[src/rtl/pwm_fade_ctrl_if.sv]
// rtl/pwm_fade_ctrl_if.sv - brightness command handshake between key decode and the fade sequencer
interface pwm_fade_ctrl_if;
  logic       cmd_valid;
  logic       cmd_ready;
  logic [7:0] cmd_target;
  logic       cmd_breathe;

  modport master (
    output cmd_valid,
    output cmd_target,
    output cmd_breathe,
    input  cmd_ready
  );

  modport slave (
    input  cmd_valid,
    input  cmd_target,
    input  cmd_breathe,
    output cmd_ready
  );
endinterface

[src/rtl/pwm_fade_ctrl.sv]
// rtl/pwm_fade_ctrl.sv - LED duty sequencer: slews toward a commanded target or breathes 0..255
module pwm_fade_ctrl #(
  parameter int TICK_DIV   = 50000,
  parameter int STEP       = 1,
  parameter int HOLD_TICKS = 250
) (
  input  logic                  clk,
  input  logic                  reset_n,
  pwm_fade_ctrl_if.slave        cmd,
  output logic [7:0]            duty,
  output logic                  busy,
  output logic                  at_target
);

  localparam int TW = $clog2(TICK_DIV);
  localparam int HW = $clog2(HOLD_TICKS + 1);
  localparam logic [TW-1:0] TICK_LAST = TW'(TICK_DIV - 1);
  localparam logic [HW-1:0] HOLD_LAST = HW'(HOLD_TICKS - 1);
  localparam logic [8:0]    STEP9     = 9'(STEP);

  typedef enum logic [2:0] {
    S_IDLE,
    S_RAMP,
    S_BR_UP,
    S_BR_DN,
    S_BR_HOLD
  } state_t;

  state_t          state_q, state_d;
  logic [7:0]      duty_q, duty_d;
  logic [7:0]      target_q, target_d;
  logic            dir_q, dir_d;
  logic [TW-1:0]   tick_cnt_q, tick_cnt_d;
  logic [HW-1:0]   hold_cnt_q, hold_cnt_d;

  logic            accept;
  logic            tick;
  logic [8:0]      up9;
  logic [8:0]      dn9;
  logic [8:0]      gap9;
  logic [7:0]      sat_up;
  logic [7:0]      sat_dn;

  assign accept = cmd.cmd_valid & cmd.cmd_ready;
  assign tick   = (tick_cnt_q == TICK_LAST);

  // 9-bit sums so the duty saturates instead of wrapping; bit 8 of dn9 flags a borrow.
  assign up9    = {1'b0, duty_q} + STEP9;
  assign dn9    = {1'b0, duty_q} - STEP9;
  assign sat_up = up9[8] ? 8'hFF : up9[7:0];
  assign sat_dn = dn9[8] ? 8'h00 : dn9[7:0];
  assign gap9   = (target_q > duty_q) ? ({1'b0, target_q} - {1'b0, duty_q})
                                      : ({1'b0, duty_q} - {1'b0, target_q});

  always_ff @(posedge clk) begin
    if (!reset_n) begin
      state_q    <= S_IDLE;
      duty_q     <= 8'd0;
      target_q   <= 8'd0;
      dir_q      <= 1'b1;
      tick_cnt_q <= '0;
      hold_cnt_q <= '0;
    end else begin
      state_q    <= state_d;
      duty_q     <= duty_d;
      target_q   <= target_d;
      dir_q      <= dir_d;
      tick_cnt_q <= tick_cnt_d;
      hold_cnt_q <= hold_cnt_d;
    end
  end

  always_comb begin
    state_d    = state_q;
    duty_d     = duty_q;
    target_d   = target_q;
    dir_d      = dir_q;
    hold_cnt_d = hold_cnt_q;

    if (accept || tick) begin
      tick_cnt_d = '0;
    end else begin
      tick_cnt_d = tick_cnt_q + 1'b1;
    end

    if (accept) begin
      if (cmd.cmd_breathe) begin
        // Re-issuing breathe while already sweeping only restarts the tick phase.
        if (state_q == S_IDLE || state_q == S_BR_HOLD) begin
          state_d = S_BR_UP;
        end
      end else begin
        target_d = cmd.cmd_target;
        state_d  = (cmd.cmd_target == duty_q) ? S_IDLE : S_RAMP;
      end
    end else if (tick) begin
      case (state_q)
        S_RAMP: begin
          if (gap9 <= STEP9) begin
            duty_d  = target_q;
            state_d = S_IDLE;
          end else if (target_q > duty_q) begin
            duty_d = up9[7:0];
          end else begin
            duty_d = dn9[7:0];
          end
        end
        S_BR_UP: begin
          duty_d = sat_up;
          if (sat_up == 8'hFF) begin
            dir_d      = 1'b0;
            hold_cnt_d = '0;
            state_d    = S_BR_HOLD;
          end
        end
        S_BR_DN: begin
          duty_d = sat_dn;
          if (sat_dn == 8'h00) begin
            dir_d      = 1'b1;
            hold_cnt_d = '0;
            state_d    = S_BR_HOLD;
          end
        end
        S_BR_HOLD: begin
          if (hold_cnt_q == HOLD_LAST) begin
            hold_cnt_d = '0;
            state_d    = dir_q ? S_BR_UP : S_BR_DN;
          end else begin
            hold_cnt_d = hold_cnt_q + 1'b1;
          end
        end
        default: begin
          state_d = state_q;
        end
      endcase
    end
  end

  always_comb begin
    cmd.cmd_ready = (state_q != S_RAMP);
    busy          = (state_q != S_IDLE);
    at_target     = (state_q == S_IDLE);
  end

  assign duty = duty_q;

endmodule
[src/flat_wrapper.sv]
// flat-port wrapper written by rule: the top's interface ports become plain ports
module pwm_fade_ctrl_flat 
#(
  parameter int TICK_DIV   = 50000,
  parameter int STEP       = 1,
  parameter int HOLD_TICKS = 250
)
  (clk, reset_n, duty, busy, at_target, cmd_cmd_valid, cmd_cmd_target, cmd_cmd_breathe, cmd_cmd_ready);
  pwm_fade_ctrl_if cmd_i ();
  input  logic clk;
  input  logic reset_n;
  output logic [7:0] duty;
  output logic busy;
  output logic at_target;
  input wire logic [$bits(cmd_i.cmd_valid)-1:0] cmd_cmd_valid;
  input wire logic [$bits(cmd_i.cmd_target)-1:0] cmd_cmd_target;
  input wire logic [$bits(cmd_i.cmd_breathe)-1:0] cmd_cmd_breathe;
  output wire logic [$bits(cmd_i.cmd_ready)-1:0] cmd_cmd_ready;
  assign cmd_i.cmd_valid = cmd_cmd_valid;
  assign cmd_i.cmd_target = cmd_cmd_target;
  assign cmd_i.cmd_breathe = cmd_cmd_breathe;
  assign cmd_cmd_ready = cmd_i.cmd_ready;
  pwm_fade_ctrl #(.TICK_DIV(TICK_DIV), .STEP(STEP), .HOLD_TICKS(HOLD_TICKS)) u_core (.clk(clk), .reset_n(reset_n), .cmd(cmd_i), .duty(duty), .busy(busy), .at_target(at_target));
endmodule
[config.mk]
export PLATFORM = sky130hd
export DESIGN_NAME = pwm_fade_ctrl_flat
export DESIGN_NICKNAME = d
export VERILOG_FILES = /design/src/rtl/pwm_fade_ctrl_if.sv /design/src/rtl/pwm_fade_ctrl.sv /design/src/flat_wrapper.sv
export SDC_FILE = /design/constraint.sdc
export NUM_CORES = 1
export LEC_CHECK = 0
export ABC_AREA = 1
export CAP_MARGIN = 25
export CORE_UTILIZATION = 55
export DETAILED_ROUTE_END_ITERATION = 16
export HOLD_SLACK_MARGIN = 0.05
export PLACE_DENSITY_LB_ADDON = 0.2
export SLEW_MARGIN = 20
export SYNTH_ARGS = -nofsm -noshare
export SYNTH_HDL_FRONTEND = slang
export SYNTH_SLANG_ARGS = --single-unit
[constraint.sdc]
create_clock -name clk -period 2.2 [get_ports clk]
set_input_delay 0.44 -clock clk [delete_from_list [all_inputs] [get_ports clk]]
set_output_delay 0.44 -clock clk [all_outputs]
set_load 0.02 [all_outputs]
# Word level (Yosys, flattened, before mapping)
# Index checks and enable logic that the tools add are counted.
[totals]
ff_bits = 44
output_inout_bits = 11
word_cells = 74
[op_classes]
magnitude_cmp = 2
n_eq_ne = 16
add_sub_neg = 6
n_mux = 24
n_bitwise = 4
n_reduce_logical = 16
[op_table]
columns = ["cell", "count"]
rows = [
  ["$mux W8", 7],
  ["$pmux W8 S3", 2],
  ["$mux W3", 8],
  ["$sub A8 B8 Y9", 2],
  ["$add A16 B1 Y16 const B", 1],
  ["$eq A16 B16 Y1 const B", 1],
  ["$eq A8 B8 Y1 const B", 2],
  ["$ne A3 B1 Y1 const B", 4],
  ["$pmux W3 S4", 1],
  ["$reduce_and A5 Y1", 2],
  ["$add A8 B1 Y9 const B", 1],
  ["$le A9 B1 Y1 const B", 1],
  ["$mux W9", 1],
  ["$reduce_bool A3 Y1", 3],
  ["$sub A8 B1 Y9 const B", 1],
  ["$add A8 B1 Y8 const B", 1],
  ["$eq A8 B8 Y1", 1],
  ["$gt A8 B8 Y1", 1],
  ["$logic_not A8 Y1", 1],
  ["$reduce_and A7 Y1", 1],
  ["$eq A3 B2 Y1 const B", 2],
  ["$reduce_bool A5 Y1", 1],
  ["$mux W1", 4],
  ["$ne A2 B1 Y1 const B", 2],
  ["13 further kinds", 17],
]

# Logic depth before layout (Yosys ltp)
[logic_depth]
depth_word = 7
mapped_depth = 19

# Least setup slack after synthesis
# No wires, ideal clock.
[synth_path]
path_kind = "register -> register"
start = "register u_core.duty_q[0], in the netlist u_core.duty[0]"
end = "register u_core.state_q[2]"
t_arrival_ns = 2.410
path_buffers = 0
period_less_slack_ns = 2.525
required_ns = 2.085
slack_ns = -0.325
stages_incl_launch_ff = 15
path_cell_list = "dfxtp_1 > ha_1 > inv_1 > fa_1 > or2_2 > a21oi_1 > nand3_1 > nor2_1 > nand3_2 > nand2_4 > nand3_4 > nand2_2 > nand3_1 > nand2_1 > nor2_1"
[synth_between]
elab_chain_len = 5
word_cells_on_any_way = 15
[synth_rtl]
columns = ["element", "line_no", "rtl"]
rows = [
  ["start: declaration", "pwm_fade_ctrl.sv:30", "logic [7:0] duty_q, duty_d;"],
  ["start signal: assignment", "pwm_fade_ctrl.sv:65", "duty_q <= duty_d;"],
  ["$sub A8 B8 Y9 (tied with other cells)", "pwm_fade_ctrl.sv:53", ": ({1'b0, duty_q} - {1'b0, target_q});"],
  ["$mux W9 (tied with other cells)", "pwm_fade_ctrl.sv:52", "assign gap9 = (target_q > duty_q) ? ({1'b0, target_q} - {1'b0, duty_q})"],
  ["$le A9 B1 Y1 (tied with other cells)", "pwm_fade_ctrl.sv:99", "if (gap9 <= STEP9) begin"],
  ["$ne A3 B1 Y1 (no line)", "-", ""],
  ["$reduce_and A7 Y1 (no line) (*)", "-", ""],
  ["end signal: assignment", "pwm_fade_ctrl.sv:64", "state_q <= state_d;"],
  ["end: declaration", "pwm_fade_ctrl.sv:29", "state_t state_q, state_d;"],
]
# Every way passes the cells marked *; elsewhere a longest branch is shown, timed or not.
# A chain may end at the register's enable or synchronous reset.

# Worst setup path in the final report
[layout_path]
start = "register u_core.duty_q[0], in the netlist u_core.duty[0]"
end = "register u_core.state_q[1]"
# Same word-level chain as after synthesis.

==> impl_results.md <==
* Failing checks: negative setup slack
* Fin crit share at 1.044
* Buffers added on ports at 22
* Die Y at about 87 um
* Initial core utilization at 0.5756
* Area of the multi-input gates at 2904 um2
* Synth top area share at 0.2240
* Number of global-route vias before repair at between 4000 and 5000
* Synth area leaders: dfxtp_1 (22%), nand2_1 (14%), inv_1 (7.2%)
* Largest net degree at the start of global routing at 17
* DRT Pass-1 Iters at 5
* Critical path type: reg2reg
* Endpoints failing setup at 16
* Status: finished with violations
* H-tree depth at 2
* Final worst slack at -97.01 ps
* Final Hold Violating Endpoints at 0
* Data required time of the worst path at 2440 ps
* Mapped Avg Cell Area at 6.374 um2
* Fin. max-slew vios at 0
* Pleak at 2.260 nW
* DPL Wire Length at between 8000 and 9000 um
* Unique masters post-synth at 44
* Max-slew headroom at 0.6039
* VDD IR max at 0.3413 mV
* Cell taking the most area after synthesis: dfxtp_1
* Power per standard cell area at between 500 and 600 nW/um2
* CTS root buf: clkbuf_8
* Initial antenna violation count at 0
* Sink Count at 44
* Post-Synthesis Cells at roughly 620
* Post-Route WL at 11580 um
* Util after Layout at 0.7374
* Clk_skew at 14.28 ps
* GRT overflow at 0
* Least-Margin Pin Slew at 589.6 ps
* Sequential cell area at 899.6 um2
* # nets final at 727
* Flops & latches, synth at 44
* Area growth from synthesis to layout at 28.09%
* Maxcap violations at 0
* Synth Cell Area at 3933 um2
* Core area at 6832 um2
* Unrepaired setup endpoints after global routing: yes
* Post-synthesis sequential area ratio at 0.2240
* Clock Path Buffers at 2
* Drt drc at 0
* First DRT Iteration DRCs at 412
* Share of layout cells above drive strength 1 at 0.2439
* Yosys warns at 0
* Die Area at 7492 um2
* CP Data Arrival Time at 2540 ps
* Antenna diode count at 0
* TritonCTS clock tree: done
* Worst skew pair latency at between 300 and 400 ps
* HP Class: reg2reg
* Clk slew on worst S/H paths at approximately 100 ps
* First-pass GRT wire length at 18420 um
* Total track usage at 0.3119
* Via count at between 4000 and 5000
* CP endpoint kind: flip-flop
* Site Rows at 30
* Avg WL per Cell at 14.67 um
* Fillers at 559
* Routed Antenna Nets at 0
* CTS buffer count at 5
* Total Power at 0.002616 W
* Max Freq at 0.4353 GHz
* Final Critical Period at 2297 ps
* Number of vias per cell at 5.619
* IO Pins at 23
* Setup crit start kind: flip-flop
* Crit Path Max Fanout at 5
* Die W at 86.56 um
* Routability congestion estimate at between 1 and 1.5
* Syn Nets at between 600 and 700
## Yosys cell counts
cell type  number
nand2_2         9
nand2_1       142
or2_1           2
o211ai_1        2
nand3b_1        2
nand3_4         2
o21ai_4         1
nor3_1         15
buf_6           2
dfxtp_1        44
buf_4           4
o21ai_0        32
clkbuf_1        2
a21oi_4         1
or2_2           5
o21bai_1        2
ha_1           21
a31oi_1         4
inv_2           4
o21a_1          3
clkbuf_2        1
nand4_1        19
nor2_4          2
nor4_1          6
clkbuf_8        1
clkinv_2        1
nand3_1        52
bufbuf_8        1
nand2_4         5
nand3_2         4
fa_1            2
nor3b_1         3
nor2_2          5
inv_1          75
nor3_2          3
nor2_1         61
a21oi_1        51
xor2_1         15
a21oi_2         2
buf_2           4
nor2_8          1
o21ai_1         1
inv_4           1
xnor2_1         2
## critical path: stages (launching register included)
cell	delay [ps]
dfxtp_4	420
buf_4	140
ha_2	210
nand2_2	90
buf_4	150
inv_1	90
nand3_2	110
nand3_2	100
nand2_1	70
nor2_2	90
nand2_2	80
nand2_4	90
nand3_2	100
a21oi_4	260
nand3_1	120
a21oi_2	120
## report_power, final
group	switching, W	total, W	internal [W]	leakage, nW
Combinational	0.000653	0.00108	0.000432	1.84
Sequential	0.0000311	0.000849	0.000818	0.362
Clock	0.000310	0.000682	0.000372	0.0614
Total	0.000994	0.00262	0.00162	2.26
## final cells by class
| type | count | area share |
|---|---|---|
| Timing Repair Buffer | 82 | 0.1344 |
| Tap cell | 96 | 0.02384 |
| Clock buffer | 6 | 0.01639 |
| Inverter | 81 | 0.06259 |
| Clock inverter | 2 | 0.007700 |
| Sequential cell | 44 | 0.1786 |
| Multi-Input combinational cell | 478 | 0.5765 |
## repair_timing
action | 4_1_cts | 5_1_grt
cloned | 1 | 0
setup buffers | 8 | 3
resized for setup | 18 | 25
endpoints found under the setup margin | 16 | 24
endpoints found under the hold margin | 0 | 0
pin swaps | 18 | 24
hold buffers | 0 | 0
## cell families after synthesis
family          count (synthesis)  share of synthesized area
buf+inv                        96                     0.1082
flops                          44                     0.2240
compound gates                 99                     0.1394
simple gates                  338                     0.4136
fa+ha+maj                      23                    0.07700
xor+xnor                       17                    0.03786
## final timing paths
kind	slack (ps)	to	depth (start not counted)	startpoint
hold reg to reg	450	u_core.tick_cnt_q[0]	1	u_core.tick_cnt_q[0]
setup reg to reg	-100	u_core.state_q[1]	15	u_core.duty[0]
hold / removal	450	u_core.tick_cnt_q[0]	1	u_core.tick_cnt_q[0]
setup / recovery	-100	u_core.state_q[1]	15	u_core.duty[0]
## state kept, by name, indices dropped and copies added (netlist names)
signal,cells
u_core.dir_q,1
u_core.duty,8
u_core.hold_cnt_q,8
u_core.state_q,3
u_core.target_q,8
u_core.tick_cnt_q,16
## through the flow
step | hold slack [ps] | TNS, ps | worst slack, ps | cell area (um2) | instances
6_report | 450.2 | -920.9 | -97.01 | 5037 | 789
3_5_place_dp | 438.0 | -1313 | -162.8 | 4653 | 769
5_1_grt | 480.8 | -3322 | -243.8 | 5037 | 789
3_3_place_gp | 429.4 | -203.2 | -54.08 | 4653 | 769
2_1_floorplan | 417.5 | -53.08 | -27.62 | 4076 | 617
4_1_cts | 453.1 | -145.8 | -42.59 | 4902 | 786
## layer usage
metal  part of all wire  global-route usage
met2               0.46              0.5224
met4              0.013             0.05758
met5                  0                   0
met3              0.088             0.05905
met1               0.44              0.4215
## cells in the final DEF (no fill, tap or decap), types with 7 or more instances in the layout
cell	Yosys	routed
nand2_1	142	140
inv_1	75	69
buf_4	4	59
nor2_1	61	56
nand3_1	52	45
a21oi_1	51	43
dfxtp_1	44	35
o21ai_0	32	31
clkdlybuf4s50_1	0	21
nand4_1	19	19
xor2_1	15	15
nand3_2	4	12
nor3_1	15	12
ha_1	21	11
inv_2	4	9
nand2_2	9	9
a21oi_2	2	9
ha_4	0	9
nand2_4	5	7
No activity file was read; power rests on OpenSTA's default activity.
